$ cat config.mk
export PLATFORM = sky130hd
export DESIGN_NAME = leaf_skid_stage
export DESIGN_NICKNAME = d
export VERILOG_FILES = /design/src/rtl/leaf_skid_stage.sv
export SDC_FILE = /design/constraint.sdc
export NUM_CORES = 1
export LEC_CHECK = 0
export BUFFER_PORTS_ARGS = -buffer_cell sky130_fd_sc_hd__buf_2
export CAP_MARGIN = 10
export CELL_PAD_IN_SITES_DETAIL_PLACEMENT = 0
export CELL_PAD_IN_SITES_GLOBAL_PLACEMENT = 1
export CORE_MARGIN = 4
export CORE_UTILIZATION = 38
export DETAILED_ROUTE_END_ITERATION = 16
export PLACE_DENSITY = 0.74
export SETUP_SLACK_MARGIN = 0.02
export SKIP_LAST_GASP = 1
export SYNTH_ARGS = -nofsm -noshare
export SYNTH_HDL_FRONTEND = slang
export SYNTH_SLANG_ARGS = --single-unit
$ cat constraint.sdc
create_clock -name clk -period 2 [get_ports clk]
set_input_delay 0.4 -clock clk [delete_from_list [all_inputs] [get_ports clk]]
set_output_delay 0.4 -clock clk [all_outputs]
set_load 0.1 [all_outputs]
$ cat src/rtl/leaf_skid_stage.sv
// Two-entry skid buffer on a valid/ready stream, with a count of delivered beats
// and a running modular checksum of delivered payloads.
module leaf_skid_stage #(
  parameter int unsigned DATA_W = 8,
  parameter int unsigned CNT_W  = 16
) (
  input  logic              clk,
  input  logic              rst,
  input  logic              in_valid,
  output logic              in_ready,
  input  logic [DATA_W-1:0] in_data,
  output logic              out_valid,
  input  logic              out_ready,
  output logic [DATA_W-1:0] out_data,
  output logic [CNT_W-1:0]  xfer_cnt,
  output logic [DATA_W-1:0] csum
);

  // Enumerator value equals the number of beats held.
  typedef enum logic [1:0] {
    StEmpty = 2'd0,
    StOne   = 2'd1,
    StTwo   = 2'd2
  } state_e;

  state_e            state_q, state_d;
  logic [DATA_W-1:0] main_q, main_d;
  logic [DATA_W-1:0] skid_q, skid_d;
  logic [DATA_W-1:0] csum_q, csum_d;
  logic [CNT_W-1:0]  cnt_q, cnt_d;
  logic              in_hs, out_hs;

  assign in_ready  = (state_q != StTwo) && !rst;
  assign out_valid = (state_q != StEmpty);
  assign out_data  = main_q;
  assign xfer_cnt  = cnt_q;
  assign csum      = csum_q;

  assign in_hs  = in_valid && in_ready;
  assign out_hs = out_valid && out_ready;

  always_comb begin
    state_d = state_q;
    main_d  = main_q;
    skid_d  = skid_q;
    cnt_d   = cnt_q;
    csum_d  = csum_q;

    if (out_hs) begin
      cnt_d  = cnt_q + CNT_W'(1);
      csum_d = csum_q + main_q;
    end

    case (state_q)
      StEmpty: begin
        if (in_hs) begin
          main_d  = in_data;
          state_d = StOne;
        end
      end
      StOne: begin
        if (in_hs && out_hs) begin
          main_d = in_data;
        end else if (in_hs) begin
          skid_d  = in_data;
          state_d = StTwo;
        end else if (out_hs) begin
          state_d = StEmpty;
        end
      end
      StTwo: begin
        // in_ready is low here, so only the drain path exists.
        if (out_hs) begin
          main_d  = skid_q;
          state_d = StOne;
        end
      end
      default: state_d = StEmpty;
    endcase
  end

  always_ff @(posedge clk) begin
    if (rst) begin
      state_q <= StEmpty;
      main_q  <= '0;
      skid_q  <= '0;
      cnt_q   <= '0;
      csum_q  <= '0;
    end else begin
      state_q <= state_d;
      main_q  <= main_d;
      skid_q  <= skid_d;
      cnt_q   <= cnt_d;
      csum_q  <= csum_d;
    end
  end

endmodule
==> results of run 1 <==
==> path summary, 6_finish.rpt <==
| kind | end | slack (ns) | depth (start not counted) | startpoint |
|---|---|---|---|---|
| worst max register to register | csum[4]$_SDFFE_PP0P_ | 0.19 | 8 | out_data[0]$_SDFFE_PP0P_ |
| worst min register to register | csum[3]$_SDFFE_PP0P_ | 0.46 | 2 | csum[3]$_SDFFE_PP0P_ |
| worst max-delay path | in_ready | 0.15 | 3 | state_q[0]$_SDFFE_PP0P_ |
| worst min-delay path | skid_q[0]$_SDFFE_PP0P_ | 0.36 | 3 | in_data[0] |
==> per-layer routing <==
metal	wire, um	GRT usage
met2	1880	0.221
met4	27	0.0355
met1	2240	0.207
met5	0	0
met3	198	0.0443
==> cells in the final DEF (no fill, tap or decap), types with 4 or more instances in the layout <==
cell / netlist / final
buf_2: 3 / 45
nor2_1: 38 / 38
nand2_1: 18 / 18
dfxtp_1: 42 / 18
mux2i_1: 16 / 16
dfxtp_2: 0 / 14
a21oi_1: 11 / 10
a211oi_1: 11 / 10
dfxtp_4: 0 / 10
xor2_1: 9 / 9
ha_1: 8 / 8
buf_4: 1 / 8
inv_1: 7 / 7
nand3_1: 8 / 7
xnor2_1: 7 / 7
clkbuf_8: 0 / 5
o21ai_0: 4 / 4
==> critical path: cells and delay by family (launching register included) <==
family,cells,cell delay (ns)
and+or+nand+nor,2,0.33
DFF,1,0.42
buffers and inverters,1,0.42
==> state kept, by name, indices dropped and copies added, names as in the netlist <==
name      count
out_data      8
state_q       2
xfer_cnt     16
skid_q        8
csum          8
==> where the power goes <==
group          switching [mW]  leakage, nW  total (mW)  internal (mW)
Clock                   0.279       0.0450       0.521          0.242
Sequential             0.0253        0.355       0.884          0.858
Combinational           0.276        0.680       0.361         0.0851
==> per-stage QoR <==
| stage | cell area (um^2) | hold WS [ns] |
|---|---|---|
| after floorplan | 2090 | 0.460 |
| after global placement | 2410 | 0.449 |
| after detailed placement | 2410 | 0.458 |
| after CTS | 2490 | 0.353 |
| after global routing | 2510 | 0.383 |
| final | 2510 | 0.360 |
==> Yosys cell counts, types with 4 or more instances <==
cell | instances | area, um^2
mux2i_1 | 16 | 160
nor2_1 | 38 | 143
dfxtp_1 | 42 | 841
xor2_1 | 9 | 78.8
nand3_1 | 8 | 40.0
o21ai_0 | 4 | 20.0
clkbuf_1 | 6 | 22.5
nand2_1 | 18 | 67.6
inv_1 | 7 | 26.3
a21oi_1 | 11 | 55.1
ha_1 | 8 | 100
xnor2_1 | 7 | 61.3
a211oi_1 | 11 | 82.6
==> area by class of cell <==
class                           count  area (um^2)
Clock buffer                        6         72.6
Clock inverter                      2         10.0
Fill cell                         528         2630
Inverter                            7         26.3
Multi-Input combinational cell    170         1130
Sequential cell                    42          896
Tap cell                           70         87.6
Timing Repair Buffer               53          285
==> what timing repair did <==
action | CTS | global route
endpoints found under the setup margin | 0 | 1
endpoints found under the hold margin | 0 | 0
gates resized for setup | 0 | 3
==> cells by family after synthesis <==
kind of cell	synth area share
and+or+nand+nor	0.209
AOI/OAI and AO/OA	0.127
DFF	0.414
muxes	0.0844
xor gates and xnor gates	0.0690
buffers and inverters	0.0376
adders and majority gates	0.0591
==> results.toml, run 1 <==
[outcome]
result_of_the_run = "complete, no violations"

[global_route]
grt_max_degree = 24
grt_pass1_wl_um = 7560
grt_remaining_overflow = 0
first_global_vias = 1620
grt.total_usage = 0.147
grt_antenna_before_repair = 0

[timing]
fin_worst_skew_ns = 0.00989
post-route-worst-setup-slack_ns = 0.146
finalCritPeriodShare = 0.927
finalSetupTns_ns = 0
setup_violations = 0
max_slew.worst_pin.slew_ns = 0.498
slew_violations = 0
max-slew-margin-rel = 0.671
report.final.hold_viol_count = 0
finalWorstPathRequiredPeriod_ns = 1.85
rsz_0062_raised_after_global_routing = "no"
achievable-frequency_mhz = 539

[worst_setup_path]
setup.worst_path.start_class = "register"
crit_path_top_delay_cell = "dfxtp_1"
max_stage_delay_ns = 0.42
worstPathCellList = "nand2b_1 > and2_1 > buf_2"
worst_setup_path_end_kind = "primary output"
crit_type = "reg2out"
critPathArrivalTime_ns = 1.45
crit_path_max_fanout = 6
worst-endpoint-required_ns = 1.60

[cells_and_area]
layout.nets = 300
final_core_util = 0.488
area_growth_syn_to_layout_pct = 23.3
non_filler_instance_count_after_layout = 350
post_route_cells_drive_above_1_share = 0.329
diodes = 0

[routing]
antenna_left = 0
detail_route.wl_per_cell_um = 12.4
detailedRoute.firstPassIterationCount = 4
vias_per_cell = 4.71
dr_total_vias = 1650
drt_first_iter_violations = 28
drc = 0
detail_route.wirelength_um = 4350

[synthesis]
synthesis.instances = 230
synth_fp_nets = 251
synth-seq-area-share = 0.414
synth_enable_flop_cells = 0
yosys_warnings = 0
ys_dominant_reg_cell = "dfxtp_1"
yosysUniqueCellTypes = 42
ys_seq_elements = 42
synthArstFlopShare = 0
syn_area_mm2 = 0.00203
syn-mean-instance-area_um2 = 8.83

[worst_hold_path]
hp-class = "in2reg"

[clock_tree]
clkLatencyLatePin_ns = 0.29
ctsHtreeMaxLevel = 2
cts.root.buffer_cell = "clkbuf_8"
cts_buf_count = 5
holdBufCountCts = 0
clk_transition_reported_paths_ns = 0.08
clock-sinks = 42
cts_buffer_depth = 2
cts_tree = "yes"
cts_setup_buffers = 0

[floorplan]
die-height_um = 81.1
std_cell_rows = 26
floorplan.io_pins = 46
core-area_mm2 = 0.00514
dieArea_mm2 = 0.00658
die_w_um = 81.1
floorplan.initialDensity = 0.395

[placed_design]
detailed_place_hpwl_um = 3300
globalplace.congestion = 0.845
placement.io_buffers = 45
dpl.cell_count = 342
post-place-ws_ns = 0.127

[power_and_ir_drop]
cellLeakagePower_nw = 1.08
power_density_mw_per_mm2 = 704
worst_case_vdd_ir_drop_mv = 0.390
power_mw = 1.77

[job]
drv_cap = 0
(Power assumes the default switching activity.)
==> inputs of run 2 (changes only) <==
==> constraint.sdc (replaced) <==
create_clock -name clk -period 2.3 [get_ports clk]
set_input_delay 0.46 -clock clk [delete_from_list [all_inputs] [get_ports clk]]
set_output_delay 0.46 -clock clk [all_outputs]
set_load 0.1 [all_outputs]
==> results.toml, run 2 (synthesis results as in run 1) <==
[outcome]
result_of_the_run = "complete, no violations"

[floorplan]
floorplan.initialDensity = 0.395
die-height_um = 81.1
die_w_um = 81.1
std_cell_rows = 26
core-area_mm2 = 0.00514
floorplan.io_pins = 46
dieArea_mm2 = 0.00658

[cells_and_area]
area_growth_syn_to_layout_pct = 19.3
final_core_util = 0.472
final_common_cell = "buf_2"
nFillCells = 550
layout.nets = 296
commonest_cells_after_routing_fill_and_taps_aside = "buf_2 (45), nor2_1 (38), dfxtp_1 (36)"
post_route_cells_drive_above_1_share = 0.243
diodes = 0
non_filler_instance_count_after_layout = 346
stdcell_area_mm2 = 0.00242
largest_reg_flops = 16

[clock_tree]
clkLatencyLatePin_ns = 0.29
cts_buffer_depth = 2
cts.root.buffer_cell = "clkbuf_8"
cts_setup_buffers = 0
clk_transition_reported_paths_ns = 0.08
cts_repair_resize_count = 0
clock-sinks = 42
holdBufCountCts = 0
ctsHtreeMaxLevel = 2
cts_buf_count = 5
cts_tree = "yes"

[power_and_ir_drop]
worst_case_vdd_ir_drop_mv = 0.264
power_mw = 1.56
pwr-share-seq = 0.495
power.switching_fraction = 0.319
share_clk_of_total_power = 0.308
cellLeakagePower_nw = 1.05
power_density_mw_per_mm2 = 644
total_switching_power_mw = 0.499
comb_power_share = 0.197
internal_power_of_the_cells_mw = 1.06

[routing]
detailedRoute.firstPassIterationCount = 4
dr_total_vias = 1669
antenna_left = 0
detail_route.wl_per_cell_um = 12.2
drt_first_iter_violations = 76
detail_route.wirelength_um = 4240
vias_per_cell = 4.82
drc = 0

[worst_setup_path]
r2r.worst_path.cells = 6
setup.worst_path.start_class = "register"
reg2reg_from = "out_data[2]$_SDFFE_PP0P_"
critPathArrivalTime_ns = 2.06
worst_setup_path_end_kind = "register"
worst-endpoint-required_ns = 2.48
worst_r2r_endpoint = "csum[7]$_SDFFE_PP0P_"
slack_of_the_worst_reg_to_reg_path_ns = 0.42
crit_path_max_fanout = 4
crit_type = "reg2reg"

[placed_design]
dpl.cell_count = 338
placement.io_buffers = 45
globalplace.congestion = 0.770
post_dp_cell_area_mm2 = 0.00233
post-place-ws_ns = 0.421
detailed_place_hpwl_um = 3160

[timing]
fin_worst_skew_ns = 0.00476
max_slew.worst_pin.slew_ns = 0.551
final.hold.worst_slack_ns = 0.420
setup_violations = 0
finalCritPeriodShare = 0.817
slew_violations = 0
finalWorstPathRequiredPeriod_ns = 1.88
rsz_0062_raised_after_global_routing = "no"
finalSetupTns_ns = 0
post-route-worst-setup-slack_ns = 0.420
max-slew-margin-rel = 0.630
report.final.hold_viol_count = 0
achievable-frequency_mhz = 532

[worst_hold_path]
whs_path_depth = 3
min_delay_worst_endpoint = "skid_q[0]$_SDFFE_PP0P_"
hp-class = "in2reg"
hp-start = "in_data[0]"

[global_route]
grt.total_usage = 0.141
grt_max_degree = 44
grt_pass1_wl_um = 7040
first_global_vias = 1480
grt_remaining_overflow = 0
grt_antenna_before_repair = 0

[job]
drv_cap = 0
==> run 2: cell types whose count changed in the layout (fill, tap and decap cells not counted), moves of 4 or more <==
| cell | previous run | this run |
|---|---|---|
| dfxtp_4 | 10 | 0 |
| dfxtp_2 | 14 | 6 |
| buf_4 | 8 | 4 |
| dfxtp_1 | 18 | 36 |
==> run 2: layout make-up <==
cell class / instances / area [um^2] / area share
well taps: 70 / 87.6 / 0.0361
clock buffers: 7 / 86.3 / 0.0356
flip-flops and latches: 42 / 848 / 0.350
repair buffers: 49 / 255 / 0.105
inverters: 7 / 26.3 / 0.0108
clock inverters: 1 / 5.00 / 0.00207
multi-input cells: 170 / 1110 / 0.460
==> run 2: worst max-delay path, cell delays in order, from the launching register on <==
cell and delay (ns):
dfxtp_2 0.33, ha_1 0.34, a21oi_1 0.27, a211oi_1 0.14, o21a_1 0.19, nor3_1 0.15
mux2_2 0.35
==> run 2: routing by layer <==
metal | track usage | vias to the layer above | part of all wire
met1 | 0.193 | 757 | 0.50
met5 | 0 | - | 0
met2 | 0.214 | 24 | 0.44
met3 | 0.0388 | 5 | 0.040
li1 | - | 883 | -
met4 | 0.0456 | 0 | 0.011
==> run 2: worst max path at each step <==
stage                                   startpoint                    to  cells after the start
after floorplan               csum[4]$_SDFFE_PP0P_  csum[7]$_SDFFE_PP0P_                      6
after global placement    out_data[2]$_SDFFE_PP0P_  csum[7]$_SDFFE_PP0P_                      6
after detailed placement  out_data[2]$_SDFFE_PP0P_  csum[7]$_SDFFE_PP0P_                      6
after CTS                 out_data[2]$_SDFFE_PP0P_  csum[7]$_SDFFE_PP0P_                      6
after global routing          csum[0]$_SDFFE_PP0P_  csum[4]$_SDFFE_PP0P_                      8
final                     out_data[2]$_SDFFE_PP0P_  csum[7]$_SDFFE_PP0P_                      6
==> run 2: power groups by stage <==
stage | logic, mW | clock network, mW | registers [mW]
finish | 0.308 | 0.481 | 0.774
global route | 0.329 | 0.526 | 0.778
CTS | 0.312 | 0.504 | 0.774
detailed placement | 0.311 | 0 | 0.791
global placement | 0.312 | 0 | 0.790
floorplan | 0.124 | 0 | 0.917
==> inputs of run 3 (changes only) <==
--- a/config.mk
+++ b/config.mk
@@ -5,14 +5,15 @@
 export SDC_FILE = /design/constraint.sdc
 export NUM_CORES = 1
 export LEC_CHECK = 0
+export ABC_AREA = 1
 export BUFFER_PORTS_ARGS = -buffer_cell sky130_fd_sc_hd__buf_2
 export CAP_MARGIN = 10
 export CELL_PAD_IN_SITES_DETAIL_PLACEMENT = 0
 export CELL_PAD_IN_SITES_GLOBAL_PLACEMENT = 1
 export CORE_MARGIN = 4
-export CORE_UTILIZATION = 38
+export CORE_UTILIZATION = 34
 export DETAILED_ROUTE_END_ITERATION = 16
-export PLACE_DENSITY = 0.74
+export PLACE_DENSITY = 0.73
 export SETUP_SLACK_MARGIN = 0.02
 export SKIP_LAST_GASP = 1
 export SYNTH_ARGS = -nofsm -noshare
==> constraint.sdc (replaced) <==
create_clock -name clk -period 1.7 [get_ports clk]
set_input_delay 0.34 -clock clk [delete_from_list [all_inputs] [get_ports clk]]
set_output_delay 0.34 -clock clk [all_outputs]
set_load 0.1 [all_outputs]
==> results.toml, run 3 <==
[outcome]
result_of_the_run = "complete, no violations"

[global_route]
grt_remaining_overflow = 0
grt_max_degree = 17
grt_pass1_wl_um = 8600
first_global_vias = 1879
grt_antenna_before_repair = 0
grt.total_usage = 0.139

[synthesis]
synth_enable_flop_cells = 0
syn_area_mm2 = 0.00218
synth.cells.most_frequent = "nor2_1 (65), nand2_1 (64), dfxtp_1 (42)"
ys_seq_elements = 42
synth_top_area_cell = "dfxtp_1"
ys_dominant_reg_cell = "dfxtp_1"
yosys_warnings = 0
yosysUniqueCellTypes = 31
synth_fp_nets = 338
syn-mean-instance-area_um2 = 6.88
synth.most_common_cell = "nor2_1"
synth-seq-area-share = 0.386
ys_top_cells_by_area = "dfxtp_1 (39%), nor2_1 (11%), nand2_1 (11%), o21ai_0 (7.1%), inv_1 (5.5%)"
yosys.area.top_type_share = 0.386
synthArstFlopShare = 0
synthesis.instances = 317

[worst_setup_path]
cp-startpoint = "state_q[0]$_SDFFE_PP0P_"
crit_path_max_fanout = 10
max_stage_delay_ns = 0.38
worst-endpoint-required_ns = 1.36
crit_path_top_delay_cell = "dfxtp_4"
worst_r2r_endpoint = "csum[5]$_SDFFE_PP0P_"
slack_of_the_worst_reg_to_reg_path_ns = 0.17
setup.worst_path.start_class = "register"
worst_setup_path_end_kind = "primary output"
reg2reg_from = "out_data[2]$_SDFFE_PP0P_"
crit_type = "reg2out"
r2r.worst_path.cells = 8
worstPathCellList = "inv_2 > nand2_4 > inv_4 > nor2_4 > buf_12"
cp-endpoint = "in_ready"
critPathArrivalTime_ns = 1.23

[timing]
fin_worst_skew_ns = 0.0104
report.final.hold_viol_count = 0
rsz_0062_raised_after_global_routing = "no"
finalWorstPathRequiredPeriod_ns = 1.57
max_slew.worst_pin.slew_ns = 0.504
post-route-worst-setup-slack_ns = 0.130
finalCritPeriodShare = 0.924
max-slew-margin-rel = 0.666
setup_violations = 0
achievable-frequency_mhz = 637
slew_violations = 0

[floorplan]
core-area_mm2 = 0.00606
floorplan.io_pins = 46
floorplan.initialDensity = 0.360
std_cell_rows = 28
die-height_um = 88.1
dieArea_mm2 = 0.00776
die_w_um = 88.1

[clock_tree]
cts_buf_count = 5
clkLatencyLatePin_ns = 0.29
holdBufCountCts = 0
clock-sinks = 42
cts_buffer_depth = 2
cts_setup_buffers = 0
cts_tree = "yes"
cts.root.buffer_cell = "clkbuf_8"
clk_transition_reported_paths_ns = 0.07
ctsHtreeMaxLevel = 2
cts_repair_resize_count = 3

[cells_and_area]
non_filler_instance_count_after_layout = 443
seq_area_um2 = 900
multiInputGateArea_mm2 = 0.00119
diodes = 0
largest_reg_flops = 16
nFillCells = 646
commonest_cells_after_routing_fill_and_taps_aside = "nor2_1 (64), nand2_1 (64), buf_2 (43)"
layout.nets = 388
post_route_cells_drive_above_1_share = 0.277
area_growth_syn_to_layout_pct = 23.8

[placed_design]
post-place-ws_ns = 0.174
globalplace.congestion = 0.786
dpl.cell_count = 435
placement.io_buffers = 45
detailed_place_hpwl_um = 3870

[routing]
antenna_left = 0
drt_first_iter_violations = 49
drc = 0
detail_route.wl_per_cell_um = 11.3
detailedRoute.firstPassIterationCount = 4
detail_route.wirelength_um = 5000
vias_per_cell = 4.58
dr_total_vias = 2029

[worst_hold_path]
whs_path_depth = 3
hp-class = "in2reg"
hp-start = "in_data[2]"

[job]
drv_cap = 0

[power_and_ir_drop]
cellLeakagePower_nw = 1.35
worst_case_vdd_ir_drop_mv = 0.457
power_density_mw_per_mm2 = 864
-- run 3: stage by stage --
step | instance area [um^2] | setup TNS, ns | utilization | hold WS (ns) | total power, mW
2_1_floorplan | 2250 | -0.111 | - | 0.425 | 1.60
3_3_place_gp | 2610 | 0 | 0.430 | 0.433 | 1.73
3_5_place_dp | 2610 | 0 | 0.430 | 0.441 | 1.73
4_1_cts | 2690 | 0 | 0.444 | 0.281 | 2.38
5_1_grt | 2700 | 0 | 0.445 | 0.298 | 2.47
6_report | 2700 | 0 | 0.445 | 0.293 | 2.33
-- run 3: worst max-delay path, delay by kind of cell, from the launching register on --
kind	cells	cell delay, ns
DFF	1	0.38
and+or+nand+nor	2	0.23
buffers and inverters	3	0.34
-- run 3: per-layer routing --
metal | part of all wire | vias to the layer above | global-route usage | wire (um)
met5 | 0 | - | 0 | 0
met3 | 0.034 | 4 | 0.0263 | 169
met2 | 0.45 | 27 | 0.224 | 2250
li1 | - | 1115 | - | -
met4 | 0.0096 | 0 | 0.0371 | 48
met1 | 0.51 | 883 | 0.190 | 2540
-- run 3: worst min-delay path by stage --
stage / to
floorplan: skid_q[0]$_SDFFE_PP0P_
global placement: skid_q[0]$_SDFFE_PP0P_
detailed placement: xfer_cnt[0]$_SDFFE_PP0P_
CTS: skid_q[2]$_SDFFE_PP0P_
global route: skid_q[7]$_SDFFE_PP0P_
finish: skid_q[2]$_SDFFE_PP0P_
-- run 3: cell families after synthesis --
logic type | share of synthesized area
and+or+nand+nor | 0.328
AOI/OAI and AO/OA | 0.135
buffers and inverters | 0.0798
DFF | 0.386
adders and majority gates | 0.0551
xor gates and xnor gates | 0.0161
-- run 3: cell type report --
| class | instances | share of cell area |
|---|---|---|
| repair buffers | 50 | 0.108 |
| multi-input cells | 230 | 0.440 |
| flip-flops and latches | 42 | 0.333 |
| inverters | 38 | 0.0538 |
| well taps | 75 | 0.0348 |
| clock buffers | 8 | 0.0297 |
-- run 3: power by group --
group,switching (mW),total [mW],internal [mW]
sequential,0.0422,1.07,1.03
combinational,0.485,0.635,0.150
clock,0.331,0.623,0.292
